--- config.mk ---
export PLATFORM = sky130hd
export DESIGN_NAME = vc_arbiter
export DESIGN_NICKNAME = d
export VERILOG_FILES = /design/src/rtl/vc_arbiter_pkg.sv /design/src/rtl/vc_arbiter_rr_select.sv /design/src/rtl/vc_arbiter.sv
export SDC_FILE = /design/constraint.sdc
export NUM_CORES = 1
export LEC_CHECK = 0
export ABC_CLOCK_PERIOD_IN_PS = 3100
export CORE_UTILIZATION = 36
export DETAILED_ROUTE_END_ITERATION = 8
export PLACE_DENSITY = 0.75
export RECOVER_POWER = 100
export REMOVE_ABC_BUFFERS = 1
export SYNTH_ARGS = -nofsm -noshare
export SYNTH_HDL_FRONTEND = slang
export SYNTH_HIERARCHICAL = 1
export SYNTH_SLANG_ARGS = --single-unit
--- constraint.sdc ---
create_clock -name clk -period 3.1 [get_ports clk]
set_input_delay 0.775 -clock clk [delete_from_list [all_inputs] [get_ports clk]]
set_output_delay 0.775 -clock clk [all_outputs]
set_load 0.01 [all_outputs]
--- src/rtl/vc_arbiter_pkg.sv ---
// Shared definitions for the VC arbiter and its grant selector:
// the FSM state encoding and the destination-bit index used by demux_d.
package vc_arbiter_pkg;

  typedef enum logic [1:0] {
    ST_RESET  = 2'd0,
    ST_INIT   = 2'd1,
    ST_IDLE   = 2'd2,
    ST_ACTIVE = 2'd3
  } state_t;

  // Index of the bit in a data word that selects the destination FIFO.
  // demux_d uses the same expression, so both sides always agree on routing.
  function automatic int dest_bit(input int data_size, input int bit_select);
    return data_size - bit_select;
  endfunction

endpackage

--- src/rtl/vc_arbiter_rr_select.sv ---
// Eligibility and grant selection between VC0 and VC1.
// VC0 normally wins. VC1 is forced through once VC0 has taken MAX_CONSEC
// grants in a row while VC1 was waiting.
module vc_rr_select
  import vc_arbiter_pkg::*;
#(
  parameter int MAX_CONSEC = 4
) (
  input  logic       vc0_empty,
  input  logic       vc1_empty,
  input  logic       vc0_dest,
  input  logic       vc1_dest,
  input  logic       d0_almost_full,
  input  logic       d1_almost_full,
  input  logic [3:0] consec_cnt,
  output logic       elig0,
  output logic       elig1,
  output logic       grant0,
  output logic       grant1
);

  localparam logic [3:0] CNT_MAX = 4'(MAX_CONSEC);

  logic starve;

  // A VC is eligible when it holds a word and that word's destination has room.
  // Only one VC is granted; VC0 loses priority when VC1 has been starved.
  always_comb begin
    elig0  = !vc0_empty && !(vc0_dest ? d1_almost_full : d0_almost_full);
    elig1  = !vc1_empty && !(vc1_dest ? d1_almost_full : d0_almost_full);
    starve = (consec_cnt == CNT_MAX) && elig1;
    grant0 = elig0 && !starve;
    grant1 = elig1 && (!elig0 || starve);
  end

endmodule

--- src/rtl/vc_arbiter.sv ---
// Sequencer feeding demux_d from the two virtual-channel FIFOs.
// Pops are issued combinationally; the popped word reaches demux_d one
// cycle later through a registered data/valid pair.
module vc_arbiter
  import vc_arbiter_pkg::*;
#(
  parameter int DATA_SIZE  = 6,
  parameter int BIT_SELECT = 2,
  parameter int MAX_CONSEC = 4
) (
  input  logic                 clk,
  input  logic                 reset,
  input  logic                 init,
  input  logic                 vc0_empty,
  input  logic                 vc1_empty,
  input  logic [DATA_SIZE-1:0] vc0_data,
  input  logic [DATA_SIZE-1:0] vc1_data,
  input  logic                 d0_almost_full,
  input  logic                 d1_almost_full,
  output logic                 pop_vc0,
  output logic                 pop_vc1,
  output logic [DATA_SIZE-1:0] data_demux_d,
  output logic                 valid_demux_d,
  output logic [1:0]           state,
  output logic                 idle
);

  localparam int         DEST_BIT = dest_bit(DATA_SIZE, BIT_SELECT);
  localparam logic [3:0] CNT_MAX  = 4'(MAX_CONSEC);

  state_t     cur_state;
  state_t     next_state;
  logic [3:0] consec_cnt;
  logic       elig0;
  logic       elig1;
  logic       grant0;
  logic       grant1;
  logic       pop_en;

  vc_rr_select #(
    .MAX_CONSEC(MAX_CONSEC)
  ) u_select (
    .vc0_empty      (vc0_empty),
    .vc1_empty      (vc1_empty),
    .vc0_dest       (vc0_data[DEST_BIT]),
    .vc1_dest       (vc1_data[DEST_BIT]),
    .d0_almost_full (d0_almost_full),
    .d1_almost_full (d1_almost_full),
    .consec_cnt     (consec_cnt),
    .elig0          (elig0),
    .elig1          (elig1),
    .grant0         (grant0),
    .grant1         (grant1)
  );

  // State register; reset always returns to RESET regardless of init.
  always_ff @(posedge clk) begin
    if (reset) begin
      cur_state <= ST_RESET;
    end else begin
      cur_state <= next_state;
    end
  end

  // Next-state decode; init pulls IDLE/ACTIVE back into INIT without a pop.
  always_comb begin
    next_state = cur_state;
    case (cur_state)
      ST_RESET:  next_state = init ? ST_INIT : ST_IDLE;
      ST_INIT:   next_state = init ? ST_INIT : ST_IDLE;
      ST_IDLE: begin
        if (init)               next_state = ST_INIT;
        else if (elig0 || elig1) next_state = ST_ACTIVE;
      end
      ST_ACTIVE: begin
        if (init)                 next_state = ST_INIT;
        else if (!elig0 && !elig1) next_state = ST_IDLE;
      end
      default:   next_state = ST_RESET;
    endcase
  end

  // Mealy pops and status outputs; nothing is popped during reset or init.
  always_comb begin
    pop_en  = !reset && !init && ((cur_state == ST_IDLE) || (cur_state == ST_ACTIVE));
    pop_vc0 = pop_en && grant0;
    pop_vc1 = pop_en && grant1;
    idle    = !reset && (cur_state == ST_IDLE) && vc0_empty && vc1_empty;
    state   = cur_state;
  end

  // Starvation counter: counts VC0 wins while VC1 waits, saturating at the limit.
  always_ff @(posedge clk) begin
    if (reset) begin
      consec_cnt <= 4'd0;
    end else if (pop_vc1 || !elig1) begin
      consec_cnt <= 4'd0;
    end else if (pop_vc0 && (consec_cnt < CNT_MAX)) begin
      consec_cnt <= consec_cnt + 4'd1;
    end
  end

  // Output register: the granted head word is presented to demux_d one cycle after the pop.
  always_ff @(posedge clk) begin
    if (reset) begin
      data_demux_d  <= '0;
      valid_demux_d <= 1'b0;
    end else if (pop_vc0) begin
      data_demux_d  <= vc0_data;
      valid_demux_d <= 1'b1;
    end else if (pop_vc1) begin
      data_demux_d  <= vc1_data;
      valid_demux_d <= 1'b1;
    end else begin
      data_demux_d  <= '0;
      valid_demux_d <= 1'b0;
    end
  end

endmodule

==> results of run 1 <==
==> worst register-to-register path, delay by kind of cell, from the launching register on <==
family	cells	cell delay (ns)
AOI/OAI and AO/OA	2	0.38
buffers and inverters	1	0.17
DFF	1	0.35
and+or+nand+nor	3	0.98
==> registers in the layout (all words and copies together), names as in the netlist <==
signal / cells
data_demux_d: 6
state: 2
consec_cnt: 4
valid_demux_d: 1
==> logic make-up (layout without fill, tap and decap cells) <==
group | count (synthesis) | in the layout
AO/OA/AOI/OAI | 18 | 18
adder cells (fa/ha/maj) | 1 | 1
AND/OR/NAND/NOR | 18 | 18
flip-flops | 13 | 13
buffers and inverters | 4 | 46
==> layer usage <==
layer	part of all wire (%)	routed length, µm	vias up
met5	0	0	-
met4	1.8	26	0
met3	8.1	117	4
met2	49	714	28
met1	41	594	275
li1	-	-	289
==> area by class of cell <==
class | instances | share of cell area, %
multi-input combinational | 37 | 30.4
clock buffer | 3 | 2.33
clock inverter | 1 | 0.517
inverter | 4 | 1.81
tap | 15 | 1.94
timing repair buffer | 38 | 36.1
sequential | 13 | 26.9
==> report_power, final <==
| group | switching (W) | total (W) | internal, W |
|---|---|---|---|
| clock | 0.0000572 | 0.000105 | 0.0000479 |
| sequential | 0.00000202 | 0.000172 | 0.000170 |
| combinational | 0.0000179 | 0.0000543 | 0.0000364 |
| total | 0.0000771 | 0.000331 | 0.000254 |
==> cell usage after synthesis, types with 2 or more instances <==
cell type	count	share of area [%]
a21oi_1	3	2.6
a22o_2	6	11
dfxtp_1	13	46
inv_1	3	2.0
nand2_1	2	1.3
nor2_1	5	3.3
nor2b_1	3	3.3
o21ai_0	2	1.8
o31ai_1	2	2.6
==> repair_timing <==
item,CTS,global route
setup buffers,0,1
gates resized for setup,8,3
pin swaps,1,2
endpoints found under the setup margin,2,2
==> metrics by stage <==
step	std cells	power, W	hold slack [ns]	instance area [µm²]
5_1_grt	111	0.000348	0.565	967
2_1_floorplan	54	0.000189	0.473	567
3_5_place_dp	106	0.000229	0.511	938
4_1_cts	110	0.000334	0.525	976
3_3_place_gp	106	0.000228	0.499	938
6_report	111	0.000331	0.527	967
==> final timing paths <==
check	start	cells after the start	to
hold / removal	consec_cnt[3]	2	consec_cnt[3]
hold reg to reg	consec_cnt[3]	2	consec_cnt[3]
setup reg to reg	consec_cnt[0]	6	data_demux_d[0]
setup / recovery	d0_almost_full	8	pop_vc0
==> summary.md, run 1 <==
| Metric | Value |
|---|---|
| Drt wl/cell | between 10 and 15 µm |
| H-tree depth | 1 |
| Max Buffers Root-to-Sink | 2 |
| Slew HR | about two thirds |
| Antenna viol nets, final | 0 |
| Detailed-route via count | 596 |
| Simple-gate share of the synthesized area | a little under a quarter |
| Iter 0 DRT Violations | 15 |
| Fmax | ~0.34 GHz |
| Met3 global-route usage | just over 6% |
| DIE WIDTH | about 42 µm |
| Worst slack, placed | -0.313 ns |
| Met2 Use GR | a little under 30% |
| Setup crit end kind | output pin |
| Mapped Avg Cell Area | approximately 10 µm² |
| Multi-input gate area in the final layout | approximately 300 µm² |
| Largest family of logic cells by synthesized area | compound AO/OA/AOI/OAI gates |
| Commonest non-fill, non-tap cells in the layout | 18 x clkdlybuf4s50_1, 13 x dfxtp_1, 9 x dlygate4sd3_1 |
| Residual DRC | 0 |
| Layout cells sized above 1 | ~27% |
| TNS Setup | 0 ns |
| WP data arrival | about 2.2 ns |
| Rows | 13 |
| Final count of pins violating max slew | 0 |
| Adder-Cell Fraction of Synth Area | approximately 2.2% |
| Ports | 31 |
| Leading cell type in the layout, fill and taps excluded | clkdlybuf4s50_1 |
| Worst-skew pair later-pin latency | 0.28 ns |
| Post-synth EDFFs | 0 |
| Number of synthesized register bits | 13 |
| RD Place Congestion | 0.813 |
| Root Buffer | clkbuf_4 |
| Share of the yosys chip area belonging to registers | 45.9% |
| Outcome | complete, no violations |
| Power per standard cell area | 342 mW/mm² |
| Synth Warn # | 6 |
| Post-Synth XOR/XNOR Area | 0% |
| Compound-Gate Fraction of Synth Area | roughly a quarter |
| Leak | roughly 0.42 nW |
| Synth unique cells | 24 |
| Core Util, Final | around 70% |
| GRT Util Overall | between 10% and 20% |
| Die ar. | roughly 0.0017 mm² |
| Die Y | approximately 42 µm |
| Fin. Hold Viols | 0 |
| CTS tree | built |
| Vias/cell | between 5 and 6 |
| Global-route wire length before repair | 2.42 mm |
| Worst setup SP type | primary input |
| Setup repair after global routing missed its margin | no |
| Area Overhead vs Synth | 70.6% |
| Data required, critical path | roughly 2.3 ns |
| Worst-Margin Slew | about 0.49 ns |
| Worst min path class | reg2reg |
| Crit-path max FO | 2 |
| Skew final | 0.00827 ns |
| Slowest-stage cell, CP | clkdlybuf4s50_1 |
| Max Cap Viol | 0 |
| Final setup vio count | 0 |
| Largest stage delay on the critical path | 0.42 ns |
| Total CTS buffers | 3 |
| Synth async-reset ratio | 0% |
| WP buf/inv | 4 |
| Hold buffer count at cts | 0 |
| Final period utilization | a little over nine tenths |
| Largest net degree at the start of global routing | 10 |
| FILL cells | 107 |
| GRT Max-Usage Layer | met2 |
| R2R Setup Slk | 1.15 ns |
| Mux share of post-synthesis cell area | 0% |
| Fin nets | 117 |
| DR pass1 iterations | 4 |
| Fin crit period | about 3.0 ns |
| Initial antenna violation count | 0 |
| Final setup margin | ~0.13 ns |
| FF+latch area | 260 µm² |
| Congestion Overflow GR | 0 |
| Cells along the critical path | clkdlybuf4s50_1, nor2b_1, a211oi_2, a21boi_2, buf_4, nand4bb_4, inv_4, clkbuf_2 |
| Register clock-pin slew on the reported worst setup and hold paths | about 0.09 ns |
| Crit path max-delay family | buffers and inverters |
| GRT met1 Usage | between 20% and 30% |
| Synth Flop Type | dfxtp_1 |
| Max VDD drop | 0.000216 V |
| Post-Syn Area | ~570 µm² |
| Vias in the first global route | 564 |
| Mapped Cells | 54 |
| Port Buffers | 30 |
| Ant. Diodes | 0 |
| Detailed Route WL | around 1.5 mm |
| Critical path class | in2out |
| CTS sink cnt | 13 |
| Initial Util | approximately two fifths |
| Core area | about 0.0014 mm² |
| DP HPWL | 1.11 mm |
Power figures use the tool's default switching activity.
==> run 2: changes to the inputs <==
--- a/config.mk
+++ b/config.mk
@@ -8,7 +8,7 @@
 export ABC_CLOCK_PERIOD_IN_PS = 3100
 export CORE_UTILIZATION = 36
 export DETAILED_ROUTE_END_ITERATION = 8
-export PLACE_DENSITY = 0.75
+export PLACE_DENSITY = 0.82
 export RECOVER_POWER = 100
 export REMOVE_ABC_BUFFERS = 1
 export SYNTH_ARGS = -nofsm -noshare
==> run 2 against run 1 <==
Hold slack better by 0.00055 ns. Clock power hardly changed. Register-to-register slack worse by 0.15 ns. Final cell count up 0.90%. Sequential power is essentially flat. Cell area decreased by 0.13%. Non-clock buffer count rose by 1. Largest power group unchanged. Fmax shrank 0.59%. Sequential share of layout area hardly changed. Combinational power down 3.7%. Count of clock-buffer cells in the layout rose by 1. First-iteration DRC count grew 6.7%. Largest cell class unchanged.
==> summary.md, run 2 (synthesis results as in run 1) <==
| Metric | Value |
|---|---|
| Outcome | complete, no violations |
| Final setup vio count | 0 (unchanged) |
| Hold path cells | 2 (unchanged) |
| Max VDD drop | 0.000155 V (-28%) |
| H-tree depth | 1 (unchanged) |
| Hold buffer count at cts | 0 (unchanged) |
| Max reg flops | 6 (unchanged) |
| Max Cap Viol | 0 (unchanged) |
| Worst slack, placed | -0.306 ns (+0.00738 ns) |
| Port Buffers | 30 (unchanged) |
| GRT Util Overall | 17.5% (-0.83 points) |
| Skew final | 0.00751 ns (-0.000765 ns) |
| Worst hold slack | 0.527 ns (+0.000548 ns) |
| Ant. Diodes | 0 (unchanged) |
| WP data arrival | 2.22 ns (+0.02 ns) |
| Combinational power share | 15.9% (-0.5 points) |
| Sw Pwr | 0.0000730 W (-5.3%) |
| DP HPWL | 1.04 mm (-6.5%) |
| Reg-to-Reg Start | consec_cnt[0] |
| Slowest-stage cell, CP | clkdlybuf4s50_1 |
| Root Buffer | clkbuf_4 |
| Detailed Route WL | 1.42 mm (-2.5%) |
| Crit path max-delay family | buffers and inverters |
| Register clock-pin slew on the reported worst setup and hold paths | 0.07 ns (-0.02 ns) |
| Global-route wire length before repair | 2.31 mm (-4.3%) |
| CTS tree | built |
| WHS Endpoint | consec_cnt[1] |
| R2R depth | 7 (+1) |
| Reg-to-reg endpoint | data_demux_d[2] |
| Setup repair after global routing missed its margin | no |
| Data required, critical path | 2.32 ns (about the same) |
| Clock share of power | 31.7% (about the same) |
| Final period utilization | 96.5% (+0.57 points) |
| Leading cell type in the layout, fill and taps excluded | clkdlybuf4s50_1 |
| Cells along the critical path | clkdlybuf4s50_1, nor2b_1, a211oi_2, a21boi_0, buf_4, nand4bb_4, inv_4, clkbuf_2 |
| Fin crit period | 2.99 ns (+0.0176 ns) |
| Critical path class | in2out |
| DR pass1 iterations | 4 (unchanged) |
| Largest stage delay on the critical path | 0.41 ns (about the same) |
| Detailed-route via count | 580 (-2.7%) |
| R2R Setup Slk | 1.00 ns (-0.15 ns) |
| Fin. Hold Viols | 0 (unchanged) |
| Final setup margin | 0.108 ns (-0.0176 ns) |
| Layout cells sized above 1 | 23.7% (-3.4 points) |
| DIE WIDTH | 41.7 µm (unchanged) |
| Setup crit end kind | output pin |
| Biggest register | data_demux_d |
| CTS sink cnt | 13 (unchanged) |
| Worst hold start | consec_cnt[1] |
| Iter 0 DRT Violations | 16 (+1) |
| Pint | 0.000255 W (+0.47%) |
| Slew HR | 69.0% (+1.7 points) |
| Vias in the first global route | 533 (-5.5%) |
| Drt wl/cell | 12.6 µm (-3.4%) |
| WP buf/inv | 4 (unchanged) |
| Finished Layout Cells | 112 (+0.90%) |
| Power share of the sequential group | 52.3% (+0.4 points) |
| Largest net degree at the start of global routing | 10 (unchanged) |
| Worst setup SP type | primary input |
| Cell depth of the worst setup path | 8 (unchanged) |
| Commonest non-fill, non-tap cells in the layout | 16 x clkdlybuf4s50_1, 13 x dfxtp_1, 10 x dlygate4sd3_1 |
| Total placed cells including tap cells | 107 (+0.94%) |
| Vias/cell | 5.18 (-3.6%) |
| Initial Util | 41.0% (unchanged) |
| Antenna viol nets, final | 0 (unchanged) |
| Power per standard cell area | 340 mW/mm² (-0.76%) |
| Ports | 31 (unchanged) |
| RD Place Congestion | 0.727 (-11%) |
| Core area | 0.00138 mm² (unchanged) |
| Fmax | 0.334 GHz (-0.59%) |
| Initial antenna violation count | 0 (unchanged) |
| Worst-skew pair later-pin latency | 0.28 ns (about the same) |
| Worst min path class | reg2reg |
| Rows | 13 (unchanged) |
| Worst-Margin Slew | 0.461 ns (-0.0247 ns) |
| Congestion Overflow GR | 0 (unchanged) |
| Final count of pins violating max slew | 0 (unchanged) |
| Die Y | 41.7 µm (unchanged) |
| Max Buffers Root-to-Sink | 2 (unchanged) |
| Fin nets | 118 (+0.85%) |
| Total CTS buffers | 3 (unchanged) |
| Crit-path max FO | 2 (unchanged) |
| Sw Share | 22.3% (-1.0 points) |
| Die ar. | 0.00174 mm² (unchanged) |
| Residual DRC | 0 (unchanged) |
| Leak | 0.426 nW (+2.0%) |
| Area Overhead vs Synth | 70.4% |
## run 2: cell types whose count changed in the layout (fill, tap and decap cells not counted), sizes merged
cell           previous run  this run
dlygate4sd3               9        10
clkdlybuf4s50            18        16
clkinv                    1         0
clkbuf                    6         8
dlymetal6s2s              0         1
## run 2: worst max-delay path by stage
| stage | start | end | slack (ns) |
|---|---|---|---|
| 6_report | d0_almost_full | pop_vc0 | 0.11 |
| 5_1_grt | d0_almost_full | pop_vc1 | 0.01 |
| 4_1_cts | vc1_data[4] | pop_vc1 | 0.02 |
| 3_5_place_dp | vc1_data[4] | pop_vc1 | -0.31 |
| 3_3_place_gp | vc0_data[4] | pop_vc0 | -0.31 |
| 2_1_floorplan | d0_almost_full | pop_vc0 | 0.41 |
## run 2: power groups by stage
stage | sequential, W | clock (W) | combinational, W
3_3_place_gp | 0.000176 | 0 | 0.0000533
6_report | 0.000172 | 0.000104 | 0.0000523
5_1_grt | 0.000172 | 0.000124 | 0.0000562
3_5_place_dp | 0.000176 | 0 | 0.0000544
2_1_floorplan | 0.000177 | 0 | 0.0000125
4_1_cts | 0.000172 | 0.000111 | 0.0000553
## run 2: area by class of cell
type | count | area (µm²)
repair buffers | 39 | 358
well taps | 15 | 18.8
multi-input cells | 37 | 285
inverters | 4 | 17.5
fillers | 112 | 417
clock buffers | 4 | 26.3
flip-flops and latches | 13 | 260
## run 2: repair_timing
item                                    4_1_cts  5_1_grt
resized for setup                             6        5
buffers inserted                              1        0
pin swaps                                     0        1
endpoints found under the setup margin        2        2
gates cloned                                  0        0
## run 2: layer usage
layer | up-vias | part of all wire (%) | GRT usage (%)
li1 | 287 | - | -
met1 | 255 | 43 | 20.1
met2 | 38 | 49 | 29.1
met3 | 0 | 8.0 | 4.78
met4 | 0 | 0 | 9.68
met5 | - | 0 | 0
## run 2: metrics by stage
step                area [µm²]  power [W]  TNS, ns  utilization [%]
detailed placement         946   0.000230   -0.606             68.4
global placement           946   0.000229   -0.533             68.4
finish                     966   0.000328        0             69.9
CTS                        983   0.000338        0             71.1
global route               966   0.000352        0             69.9
floorplan                  567   0.000189        0                -
## run 2: worst register-to-register path, cell delays in order, from the launching register on
cell and delay, ns:
dfxtp_1 0.35, or4b_1 0.53, a21boi_2 0.19, nand4bb_1 0.14, clkbuf_4 0.16, clkbuf_4 0.13, nor2_1 0.33, a22o_2 0.21
